## src/rtl/clk_div_pkg.sv

```systemverilog
// Shared definitions for the clock-divider sequencer: FSM state encoding,
// the minimum legal divide ratio, and the ratio clamp helper.
package clk_div_pkg;

  // Legacy-compatible raw encodings; the enum below is built on them.
  localparam logic [1:0] ST_STOP = 2'd0;
  localparam logic [1:0] ST_RUN  = 2'd1;
  localparam logic [1:0] ST_PEND = 2'd2;

  typedef enum logic [1:0] {
    STOP = ST_STOP,
    RUN  = ST_RUN,
    PEND = ST_PEND
  } state_e;

  // Smallest ratio that still yields a real high and low phase.
  localparam int unsigned MIN_DIV = 2;

  // Ratios 0 and 1 are meaningless for a divider; lift them to MIN_DIV.
  function automatic logic [31:0] clamp_div(input logic [31:0] div);
    return (div < MIN_DIV) ? 32'(MIN_DIV) : div;
  endfunction

endpackage

```

## src/rtl/clk_div_core.sv

```systemverilog
// Period counter and divided-clock generation. The FSM above decides when
// the divider runs and which ratio applies; this block only counts.
// Optional build macro: CLKDIV_NEGEDGE_DUTY_EN adds a negedge flop that
// stretches odd ratios to an exact 50% duty cycle.
module clk_div_core #(
  parameter int CNT_W = 4
) (
  input  logic             clk,
  input  logic             rst,             // synchronous, active-low
  input  logic             run_i,           // divider running this cycle
  input  logic             run_next_i,      // divider running next cycle
  input  logic [CNT_W-1:0] cur_div_i,       // ratio in effect this cycle
  input  logic [CNT_W-1:0] cur_div_next_i,  // ratio in effect next cycle
  output logic             tick_o,
  output logic             clk_out_o
);

  logic [CNT_W-1:0] cnt_q, cnt_d;
  logic             pos_q, pos_d;
  logic [CNT_W:0]   high_len;
  logic             at_last;

  assign at_last = (cnt_q == (cur_div_i - CNT_W'(1)));
  assign tick_o  = run_i && at_last;

  // Next count: advance and wrap while running on both sides of the edge,
  // otherwise park at zero so a restart always begins a fresh period.
  always_comb begin
    cnt_d = '0;
    if (run_i && run_next_i && !at_last) begin
      cnt_d = cnt_q + CNT_W'(1);
    end
  end

  // High-phase length, one bit wider than the ratio so the max ratio fits.
  always_comb begin
`ifdef CLKDIV_NEGEDGE_DUTY_EN
    // floor(div/2) on posedge; the negedge copy adds the missing half cycle.
    high_len = {1'b0, cur_div_next_i} >> 1;
`else
    // ceil(div/2) cycles high.
    high_len = ({1'b0, cur_div_next_i} + (CNT_W+1)'(1)) >> 1;
`endif
    pos_d = run_next_i && ({1'b0, cnt_d} < high_len);
  end

  // Counter and posedge clock register; compare uses next-cycle values so
  // the registered clock lines up with the count held in the same cycle.
  always_ff @(posedge clk) begin
    if (!rst) begin
      cnt_q <= '0;
      pos_q <= 1'b0;
    end else begin
      cnt_q <= cnt_d;
      pos_q <= pos_d;
    end
  end

`ifdef CLKDIV_NEGEDGE_DUTY_EN
  logic neg_q;

  // Half-cycle delayed copy of the posedge phase for odd-ratio duty fix.
  always_ff @(negedge clk) begin
    if (!rst) begin
      neg_q <= 1'b0;
    end else begin
      neg_q <= pos_q;
    end
  end

  // Odd ratios OR in the delayed copy; gated so STOP reads low at once.
  assign clk_out_o = pos_q | (neg_q & cur_div_i[0] & run_i);
`else
  assign clk_out_o = pos_q;
`endif

endmodule

```

## src/rtl/clk_div_sequencer.sv

```systemverilog
// Run-time controller for a programmable integer clock divider: owns the
// ratio, start/stop and boundary-aligned ratio changes.
// Optional build macro: CLKDIV_NEGEDGE_DUTY_EN (exact 50% duty for odd
// ratios, implemented inside clk_div_core).
module clk_div_sequencer
  import clk_div_pkg::*;
#(
  parameter int CNT_W       = 4,
  parameter int DEFAULT_DIV = 3   // legal range 2 .. 2**CNT_W-1
) (
  input  logic             clk,
  input  logic             rst,        // synchronous, active-low
  input  logic             enable,
  input  logic             cfg_valid,
  input  logic [CNT_W-1:0] cfg_div,
  output logic             cfg_ready,
  output logic [CNT_W-1:0] cur_div,
  output logic             busy,
  output logic             tick,
  output logic             clk_out
);

  state_e           state_q, state_d;
  logic [CNT_W-1:0] cur_div_q, cur_div_d;
  logic [CNT_W-1:0] pend_div_q, pend_div_d;
  logic [CNT_W-1:0] cfg_div_clamped;
  logic             xfer;
  logic             tick_int;

  assign cfg_div_clamped = CNT_W'(clamp_div(32'(cfg_div)));
  assign cfg_ready       = (state_q != PEND);
  assign busy            = (state_q == PEND);
  assign xfer            = cfg_valid && cfg_ready;
  assign cur_div         = cur_div_q;
  assign tick            = tick_int;

  // Sequencing: ratio changes while running wait in PEND for a tick;
  // dropping enable always wins and lands any pending ratio immediately.
  always_comb begin
    state_d    = state_q;
    cur_div_d  = cur_div_q;
    pend_div_d = pend_div_q;
    case (state_q)
      STOP: begin
        if (xfer) cur_div_d = cfg_div_clamped;
        if (enable) state_d = RUN;
      end
      RUN: begin
        if (!enable) begin
          state_d = STOP;
        end else if (xfer) begin
          pend_div_d = cfg_div_clamped;
          state_d    = PEND;
        end
      end
      PEND: begin
        if (!enable) begin
          cur_div_d = pend_div_q;
          state_d   = STOP;
        end else if (tick_int) begin
          cur_div_d = pend_div_q;
          state_d   = RUN;
        end
      end
      default: state_d = STOP;
    endcase
  end

  // State and ratio registers; reset discards any pending change.
  always_ff @(posedge clk) begin
    if (!rst) begin
      state_q    <= STOP;
      cur_div_q  <= CNT_W'(DEFAULT_DIV);
      pend_div_q <= CNT_W'(DEFAULT_DIV);
    end else begin
      state_q    <= state_d;
      cur_div_q  <= cur_div_d;
      pend_div_q <= pend_div_d;
    end
  end

  clk_div_core #(
    .CNT_W(CNT_W)
  ) u_core (
    .clk           (clk),
    .rst           (rst),
    .run_i         (state_q != STOP),
    .run_next_i    (state_d != STOP),
    .cur_div_i     (cur_div_q),
    .cur_div_next_i(cur_div_d),
    .tick_o        (tick_int),
    .clk_out_o     (clk_out)
  );

endmodule
```

## config.mk

```make
export PLATFORM = sky130hd
export DESIGN_NAME = clk_div_sequencer
export DESIGN_NICKNAME = d
export VERILOG_FILES = /design/src/rtl/clk_div_pkg.sv /design/src/rtl/clk_div_core.sv /design/src/rtl/clk_div_sequencer.sv
export SDC_FILE = /design/constraint.sdc
export NUM_CORES = 1
export LEC_CHECK = 0
export BUFFER_PORTS_ARGS = -buffer_cell sky130_fd_sc_hd__buf_2
export CAP_MARGIN = 20
export CORE_MARGIN = 2
export CORE_UTILIZATION = 54
export CTS_CLUSTER_DIAMETER = 150
export DETAILED_ROUTE_END_ITERATION = 10
export GPL_TIMING_DRIVEN = 0
export PLACE_DENSITY = 0.8
export SLEW_MARGIN = 20
export SYNTH_ARGS = -nofsm -noshare
export SYNTH_HDL_FRONTEND = slang
export SYNTH_SLANG_ARGS = --single-unit
export TNS_END_PERCENT = 5
```

## constraint.sdc

```tcl
create_clock -name clk -period 3.5 [get_ports clk]
set_input_delay 0.7 -clock clk [delete_from_list [all_inputs] [get_ports clk]]
set_output_delay 0.7 -clock clk [all_outputs]
set_load 0.01 [all_outputs]
```

=== After elaboration in Yosys (flattened, before gate mapping) ===
Index checks and enable logic that the tools add are counted.

* Bits in registers: 15
* Bits in latches: 0
* RAM bits: 0
* ROM bits: 0
* Output and inout bits: 8
* Memories: 0

* Add/subtract/negate cells: 3
* Multiply operators: 0
* Divide/modulo/power cells: 0
* $lt $le $gt $ge: 2
* Equality and inequality tests: 4
* Shift operators: 0
* Multiplexer cells: 12
* Bitwise logic cells: 0
* Reductions and logical operators: 10

{| class="wikitable"
|+ Operator list
! kind !! count
|-
| two-way mux 4 bit || 5
|-
| two-way mux 2 bit || 5
|-
| one-hot mux 4 bit (2 select lines) || 1
|-
| one-hot mux 2 bit (3 select lines) || 1
|-
| adder 4 x 1 -> 5 bit, second input constant || 1
|-
| logical AND 1 bit || 5
|-
| adder 4 x 1 -> 4 bit, second input constant || 1
|-
| equality test 4 bit || 1
|-
| < comparator 4 x 2 -> 1 bit, second input constant || 1
|-
| < comparator 4 bit || 1
|-
| nonzero test 2 bit || 2
|-
| subtractor 4 x 1 -> 4 bit, second input constant || 1
|-
| AND reduction 3 bit || 1
|-
| equality test 2 x 1 -> 1 bit, second input constant || 1
|-
| equality test 2 bit, second input constant || 1
|-
| logical NOT 2 bit || 1
|-
| inequality test 2 bit, second input constant || 1
|-
| logical NOT 1 bit || 1
|}

=== Longest topological paths before layout ===
Gate-level depths: netlist (run 1).

* Depth after elaboration: 12
* Gate-level depth with buffers: 13
* Depth with buffers taken out: 13

=== Modules after synthesis ===
Synthesis (run 1) repeated with hierarchy kept, for this count alone.

* Cells, all modules: 112
* Area, all modules: 968.4 um^2

{| class="wikitable"
|+ Modules (own cells, without submodules)
! module !! instances !! cells an instance !! area each (um^2)
|-
| clk_div_sequencer || 1 || 66 || 550.5
|-
| clk_div_core || 1 || 46 || 417.9
|}

=== Worst setup path before layout (run 1) ===
OpenSTA, ideal clock, no wires.

* Path type: reg-to-reg
* Start point: register cur_div_q[0] (netlist: cur_div[0])
* End point: register u_core.pos_q (netlist: u_core.clk_out_o)
* Setup time: 0.081 ns
* Arrival time: 2.642 ns
* Path slack: 0.777 ns
* Stages on the path, launching flop included: 13
* Buffers on the path: 0
* Period minus slack after synthesis: 2.723 ns
* Cells stage by stage: dfxtp_1 -> inv_1 -> ha_1 -> xnor2_1 -> or3b_4 -> o2111ai_1 -> o211ai_1 -> nor3b_2 -> xnor2_1 -> ha_1 -> a21oi_1 -> o21ai_0 -> a41oi_1

* Longest elaborated chain between the ends: 12
* Elaborated cells between the ends (all ways): 18

{| class="wikitable"
|+ RTL lines
! what !! RTL line !! RTL
|-
| start, declared || clk_div_sequencer.sv:24 || <nowiki>logic [CNT_W-1:0] cur_div_q, cur_div_d;</nowiki>
|-
| start signal, assigned || clk_div_sequencer.sv:73 || <nowiki>cur_div_q <= CNT_W'(DEFAULT_DIV);</nowiki>
|-
| start signal, assigned || clk_div_sequencer.sv:77 || <nowiki>cur_div_q <= cur_div_d;</nowiki>
|-
| branches (longest 11 deep; another with adder 4 x 1 -> 5 bit) || -- ||
|-
| logical AND 1 bit (*) || clk_div_core.sv:44 || <nowiki>pos_d = run_next_i && ({1'b0, cnt_d} < high_len);</nowiki>
|-
| end signal, assigned || clk_div_core.sv:55 || <nowiki>pos_q <= pos_d;</nowiki>
|-
| end, declared || clk_div_core.sv:19 || <nowiki>logic pos_q, pos_d;</nowiki>
|}

Mark *: on every way between the ends.
A chain may end at the register's enable or synchronous reset.

=== Worst setup path after layout (run 1) ===
Ends and elaborated chain as after synthesis.

==> flow_metrics.tcl, run 1 <==
set metrics [dict create \
    seq_power_share 0.477 \
    root_buffer "clkbuf_4" \
    path_delay_family "compound AO/OA/AOI/OAI gates" \
    drtIter0Drc 43 \
    ys_seq_area_frac 0.306 \
    synthTopCellsByArea "dfxtp_1, ha_1, nor2_1, xnor2_1, mux2i_1" \
    cp_max_fo 5 \
    grt_max_degree 11 \
    pin_count 16 \
    synth_common_cells "dfxtp_1, nor2_1, inv_1, nand2_1" \
    ys_ff_latch 15 \
    drive_above_1_share 0.193 \
    syn_nets 131 \
    drtPass1Iterations 4 \
    place_congestion 0.869 \
    combPwrFrac 0.261 \
    grt_pass1_wl_mm 3.50 \
    drt-vias-per-instance 5.54 \
    drc 0 \
    outcome "completed" \
    swShare 0.322 \
    synth-edff-count 0 \
    cts_hold_buf 0 \
    synth_cells 117 \
    rsz0062_at_grt "no" \
    ys_types 39 \
    layout_min_cycle_time_ns 3.09 \
    cts_max_path_buffers 2 \
    hp-class "flip-flop to flip-flop" \
    slew_viol_final 0 \
    fmax_ghz 0.324 \
    hold_viol_final 0 \
    fin_setup_tns_ns 0 \
    numCtsBuffers 3 \
    ff2ff_setup_slack_ns 0.41 \
    hpwl_mm 1.67 \
    antenna_cells 0 \
    p_per_area_nw_per_um2 350 \
    yosysWarnings 0 \
    syn_avg_cell_area_sq_um 8.38 \
    power_mw 0.389 \
    p_switching_mw 0.125 \
    wirelength_mm 2.22 \
    clock_skew_ns 0.00380 \
    fin_crit_sh 0.882 \
    tightestPinTransition_ns 0.523 \
    post-place-cells 156 \
    grt_antenna_before_repair 0 \
    critPathKind "flip-flop to flip-flop" \
    fin_nets 150 \
    ys.flop_type "dfxtp_1" \
    yosys.area.top_type_share 0.306 \
    critPathRequiredTime_ns 3.71 \
    vdd.ir_drop.worst_v 0.000154 \
    antenna_left 0 \
    cts.htree.levels 1 \
    grt-ovfl-total 0 \
    io_buffers 14 \
    maxCapViolations 0 \
    post_cts_resized 0 \
    grt_usage 0.233 \
    critPathBufInv 1 \
    dieHeight_um 46.6 \
    worstSkewPairLatency_ns 0.29 \
    clkPwrFrac 0.262 \
    stdcell_count 160 \
    start_util 0.568 \
    synth_top_area_cell "dfxtp_1" \
    max_slew_margin 0.649 \
    syn2layout_area_growth_pct 13.1 \
    cts_tree "yes" \
    setup_viol 0 \
    p_leak_nw 0.508 \
    clkTransAtPathRegs_ns 0.10 \
    row_count 15 \
    critPathLaunchType "flip-flop" \
    synth_area_sq_um 981 \
    die_w_um 46.6 \
    crit_path_end_kind "flip-flop" \
    cts_sinks 15 \
    vias 886 \
    grt_pass1_vias 794 \
    ys_async_sr_fraction 0 \
    die-area_sq_um 2170 \
    core-area_sq_um 1730 \
    internal-power_mw 0.264 \
    critPathSlowestCell "dfxtp_1" \
    arrival_ns 3.30 \
    postCtsSetupBuffers 0 \
    crit_path_cell_trace "inv_1 > ha_1 > xnor2_1 > or3b_4 > o2111ai_1 > o211ai_1 > nor3b_2 > xnor2_1 > ha_1 > a21oi_1 > o21ai_0 > a41oi_1" \
    cpPeakStageDelay_ns 0.45 \
    routedWlPerCell_um 13.9 \
]
-- metal layers --
| metal | share of wire | vias up | GRT usage |
|---|---|---|---|
| li1 | - | 446 | - |
| met1 | 0.46 | 411 | 0.303 |
| met2 | 0.48 | 25 | 0.389 |
| met3 | 0.040 | 4 | 0.0235 |
| met4 | 0.014 | 0 | 0.100 |
| met5 | 0 | - | 0 |
-- sequential cells by signal (all words and copies together) (netlist names) --
signal / flops
cur_div: 4
pend_div_q: 4
state_q: 2
u_core.clk_out_o: 1
u_core.cnt_q: 4
-- worst reg2reg max path, cell delays in order, from the launching register on --
cell       delay [ns]
dfxtp_1          0.45
inv_1            0.10
ha_1             0.31
xnor2_1          0.17
or3b_4           0.45
o2111ai_1        0.22
o211ai_1         0.23
nor3b_2          0.22
xnor2_1          0.15
ha_1             0.29
a21oi_1          0.16
o21ai_0          0.09
a41oi_1          0.18
-- final timing paths --
| check | from | to | cells past startpoint |
|---|---|---|---|
| setup / recovery | cur_div[0] | u_core.clk_out_o | 12 |
| setup reg to reg | cur_div[0] | u_core.clk_out_o | 12 |
| hold / removal | pend_div_q[0] | pend_div_q[0] | 2 |
| hold reg to reg | pend_div_q[0] | pend_div_q[0] | 2 |
-- metrics by stage --
| step | setup WS [ns] | hold slack [ns] | utilization | area, sq um |
|---|---|---|---|---|
| finish | 0.412 | 0.500 | 0.643 | 1110 |
| global route | 0.0616 | 0.536 | 0.643 | 1110 |
| CTS | 0.407 | 0.503 | 0.643 | 1110 |
| detailed placement | 0.466 | 0.484 | 0.627 | 1080 |
| global placement | 0.592 | 0.476 | 0.627 | 1080 |
| floorplan | 0.777 | 0.450 | - | 981 |
-- logic make-up after synthesis --
| logic type | after synthesis | share of synthesized area |
|---|---|---|
| and+or+nand+nor | 44 | 0.231 |
| AOI/OAI and AO/OA | 26 | 0.194 |
| DFF | 15 | 0.306 |
| buffers and inverters | 12 | 0.0472 |
| xor gates and xnor gates | 10 | 0.105 |
| adders and majority gates | 6 | 0.0765 |
| muxes | 4 | 0.0408 |
-- placed cells by master (no fill, tap or decap), types with 2 or more instances in the layout --
cell      instances
nor2b_1           3
ha_1              6
and2_1            3
o211ai_1          2
xnor2_1           6
buf_2            15
o21ai_0           5
mux2i_1           4
and2_2            2
nor2_1           15
xor2_1            3
nand2_1           8
clkbuf_1          3
clkbuf_4          3
inv_1             8
nand3_1           5
o22ai_1           2
a32oi_1           2
nor3_1            2
a21oi_1           3
dfxtp_1          15
-- area by class of cell --
class                      instances  area [sq um]
clock inverter                     1          5.00
fill                             163           617
multi-input combinational         90           634
tap                               25          31.3
clock buffer                       3          22.5
buffer                             4          16.3
inverter                           8          30.0
sequential                        15           300
timing repair buffer              14          70.1
-- power groups by stage --
stage	clock (mW)	sequential, mW	combinational, mW
final	0.102	0.185	0.101
after global placement	0	0.189	0.0962
after CTS	0.104	0.185	0.102
after floorplan	0	0.190	0.0726
after detailed placement	0	0.189	0.0996
after global routing	0.111	0.186	0.114
Note: power is estimated with default switching activity, not from simulation.
==> run 2, diff against run 1 <==
--- a/config.mk
+++ b/config.mk
@@ -7,7 +7,7 @@
 export LEC_CHECK = 0
 export BUFFER_PORTS_ARGS = -buffer_cell sky130_fd_sc_hd__buf_2
 export CAP_MARGIN = 20
-export CORE_MARGIN = 2
+export CORE_MARGIN = 1
 export CORE_UTILIZATION = 54
 export CTS_CLUSTER_DIAMETER = 150
 export DETAILED_ROUTE_END_ITERATION = 10
==> run 2 against run 1 <==
  * Global-route usage grew 2.6 points
  * Core utilization grew 0.71 points
  * Critical endpoint unchanged
  * Routed wire length grew 2.0%
  * Via count grew 5.1%
  * Final area is the same
  * Flip-flop and latch count is the same
  * Total power grew 0.71%
  * Critical path depth is the same
  * Sequential power is essentially flat
  * Clock-buffer cell count is the same
==> flow_metrics.tcl, run 2 (same netlist as run 1, synthesis figures left out) <==
set metrics [dict create \
    antenna_cells 0 \
    row_count 15 \
    layout_min_cycle_time_ns 3.02 \
    critPathKind "flip-flop to flip-flop" \
    p_switching_mw 0.128 \
    routed.top_layer "met4" \
    fmax_ghz 0.331 \
    critPathRequiredTime_ns 3.73 \
    grt_max_degree 11 \
    final_cell_mix "buf_2, nor2_1, dfxtp_1" \
    core-area_sq_um 1710 \
    vdd.ir_drop.worst_v 0.000285 \
    drive_above_1_share 0.193 \
    fin_nets 150 \
    cp_max_fo 5 \
    cts.htree.levels 1 \
    worstSkewPairLatency_ns 0.30 \
    post_cts_resized 0 \
    tightestPinTransition_ns 0.542 \
    drt-vias-per-instance 5.82 \
    numCtsBuffers 3 \
    combPwrFrac 0.259 \
    io_buffers 14 \
    crit_path_end_kind "flip-flop" \
    maxCapViolations 0 \
    die_w_um 44.6 \
    hpwl_mm 1.76 \
    grt_pass1_vias 840 \
    start_util 0.574 \
    routedWlPerCell_um 14.2 \
    detailed_place.area_sq_um 1080 \
    setup_viol 0 \
    path_delay_family "compound AO/OA/AOI/OAI gates" \
    met1Wirelength_mm 1.01 \
    critPathSlowestCell "dfxtp_1" \
    crit_path_cell_trace "inv_1 > ha_1 > xnor2_1 > or3b_4 > o2111ai_1 > o211ai_1 > nor3b_2 > xnor2_1 > ha_1 > a21oi_1 > o21ai_0 > a41oi_1" \
    fin_crit_sh 0.863 \
    arrival_ns 3.25 \
    ff2ff_setup_slack_ns 0.48 \
    cts_tree "yes" \
    rsz0062_at_grt "no" \
    reg2reg_depth 12 \
    cts_hold_buf 0 \
    die-area_sq_um 1990 \
    seq_power_share 0.473 \
    max_slew_margin 0.636 \
    hold_path_end "pend_div_q[0]" \
    hold_path.startpoint "pend_div_q[0]" \
    route.met3.wl_um 121 \
    syn2layout_area_growth_pct 13.1 \
    post-route-cell-area_sq_um 1110 \
    fin_setup_tns_ns 0 \
    clkPwrFrac 0.268 \
    postCtsSetupBuffers 0 \
    power_mw 0.392 \
    cts_max_path_buffers 2 \
    place_congestion 0.863 \
    clkTransAtPathRegs_ns 0.10 \
    internal-power_mw 0.264 \
    drc 0 \
    grt_usage 0.259 \
    dieHeight_um 44.6 \
    outcome "completed" \
    met2_length_mm 1.06 \
    clock_skew_ns 0.00428 \
    hold_viol_final 0 \
    grt-ovfl-total 0 \
    root_buffer "clkbuf_4" \
    cts_sinks 15 \
    worstReg2RegStart "cur_div[0]" \
    grt_pass1_wl_mm 3.60 \
    cpPeakStageDelay_ns 0.44 \
    critPathLaunchType "flip-flop" \
    r2r-end "u_core.clk_out_o" \
    drtIter0Drc 35 \
    antenna_left 0 \
    critPathBufInv 1 \
    hp-class "flip-flop to flip-flop" \
    pin_count 16 \
    p_leak_nw 0.508 \
    drtPass1Iterations 4 \
    wirelength_mm 2.27 \
    p_per_area_nw_per_um2 353 \
    grt_antenna_before_repair 0 \
    slew_viol_final 0 \
    post-route-util 0.650 \
    swShare 0.327 \
    vias 931 \
    holdPathStages 2 \
]
==> run 2: cell counts in the layout (fill, tap and decap cells not counted) <==
No cell type changed its count.
==> run 2: layer usage <==
layer / track usage / vias up
met3: 0.0571 / 9
met2: 0.403 / 45
met1: 0.323 / 427
met5: 0 / -
met4: 0.164 / 0
li1: - / 450
==> run 2: metrics by stage <==
stage                     hold slack, ns  std cells  worst slack, ns
after floorplan                    0.450        117            0.777
after global placement             0.478        156            0.603
after detailed placement           0.498        156            0.531
after CTS                          0.511        160            0.496
after global routing               0.541        160            0.283
final                              0.517        160            0.479
==> run 2: layout make-up <==
type | instances | area, sq um
Multi-Input combinational cell | 90 | 634
Fill cell | 154 | 598
Sequential cell | 15 | 300
Timing Repair Buffer | 14 | 70.1
Tap cell | 25 | 31.3
Inverter | 8 | 30.0
Clock buffer | 3 | 22.5
Buffer | 4 | 16.3
Clock inverter | 1 | 5.00
==> run 2: worst max-delay path by stage <==
stage / start / to / slack (ns) / cells past startpoint
floorplan: cur_div[0] / u_core.clk_out_o / 0.78 / 12
global placement: cur_div[0] / u_core.clk_out_o / 0.60 / 12
detailed placement: cur_div[0] / u_core.clk_out_o / 0.53 / 12
CTS: cur_div[0] / u_core.clk_out_o / 0.50 / 12
global route: cur_div[0] / u_core.clk_out_o / 0.28 / 12
finish: cur_div[0] / u_core.clk_out_o / 0.48 / 12
==> run 2: power groups by stage <==
stage | registers (mW) | clock network, mW | logic [mW]
finish | 0.185 | 0.105 | 0.102
global route | 0.186 | 0.112 | 0.113
CTS | 0.185 | 0.104 | 0.101
detailed placement | 0.189 | 0 | 0.100
global placement | 0.189 | 0 | 0.0963
floorplan | 0.190 | 0 | 0.0726
==> run 2: worst register-to-register path: cells and delay by family, from the launching register on <==
family                     cells  cell delay (ns)
AOI/OAI and AO/OA              5             0.84
and+or+nand+nor                2             0.66
adders and majority gates      2             0.60
DFF                            1             0.44
xor gates and xnor gates       2             0.31
buffers and inverters          1             0.10
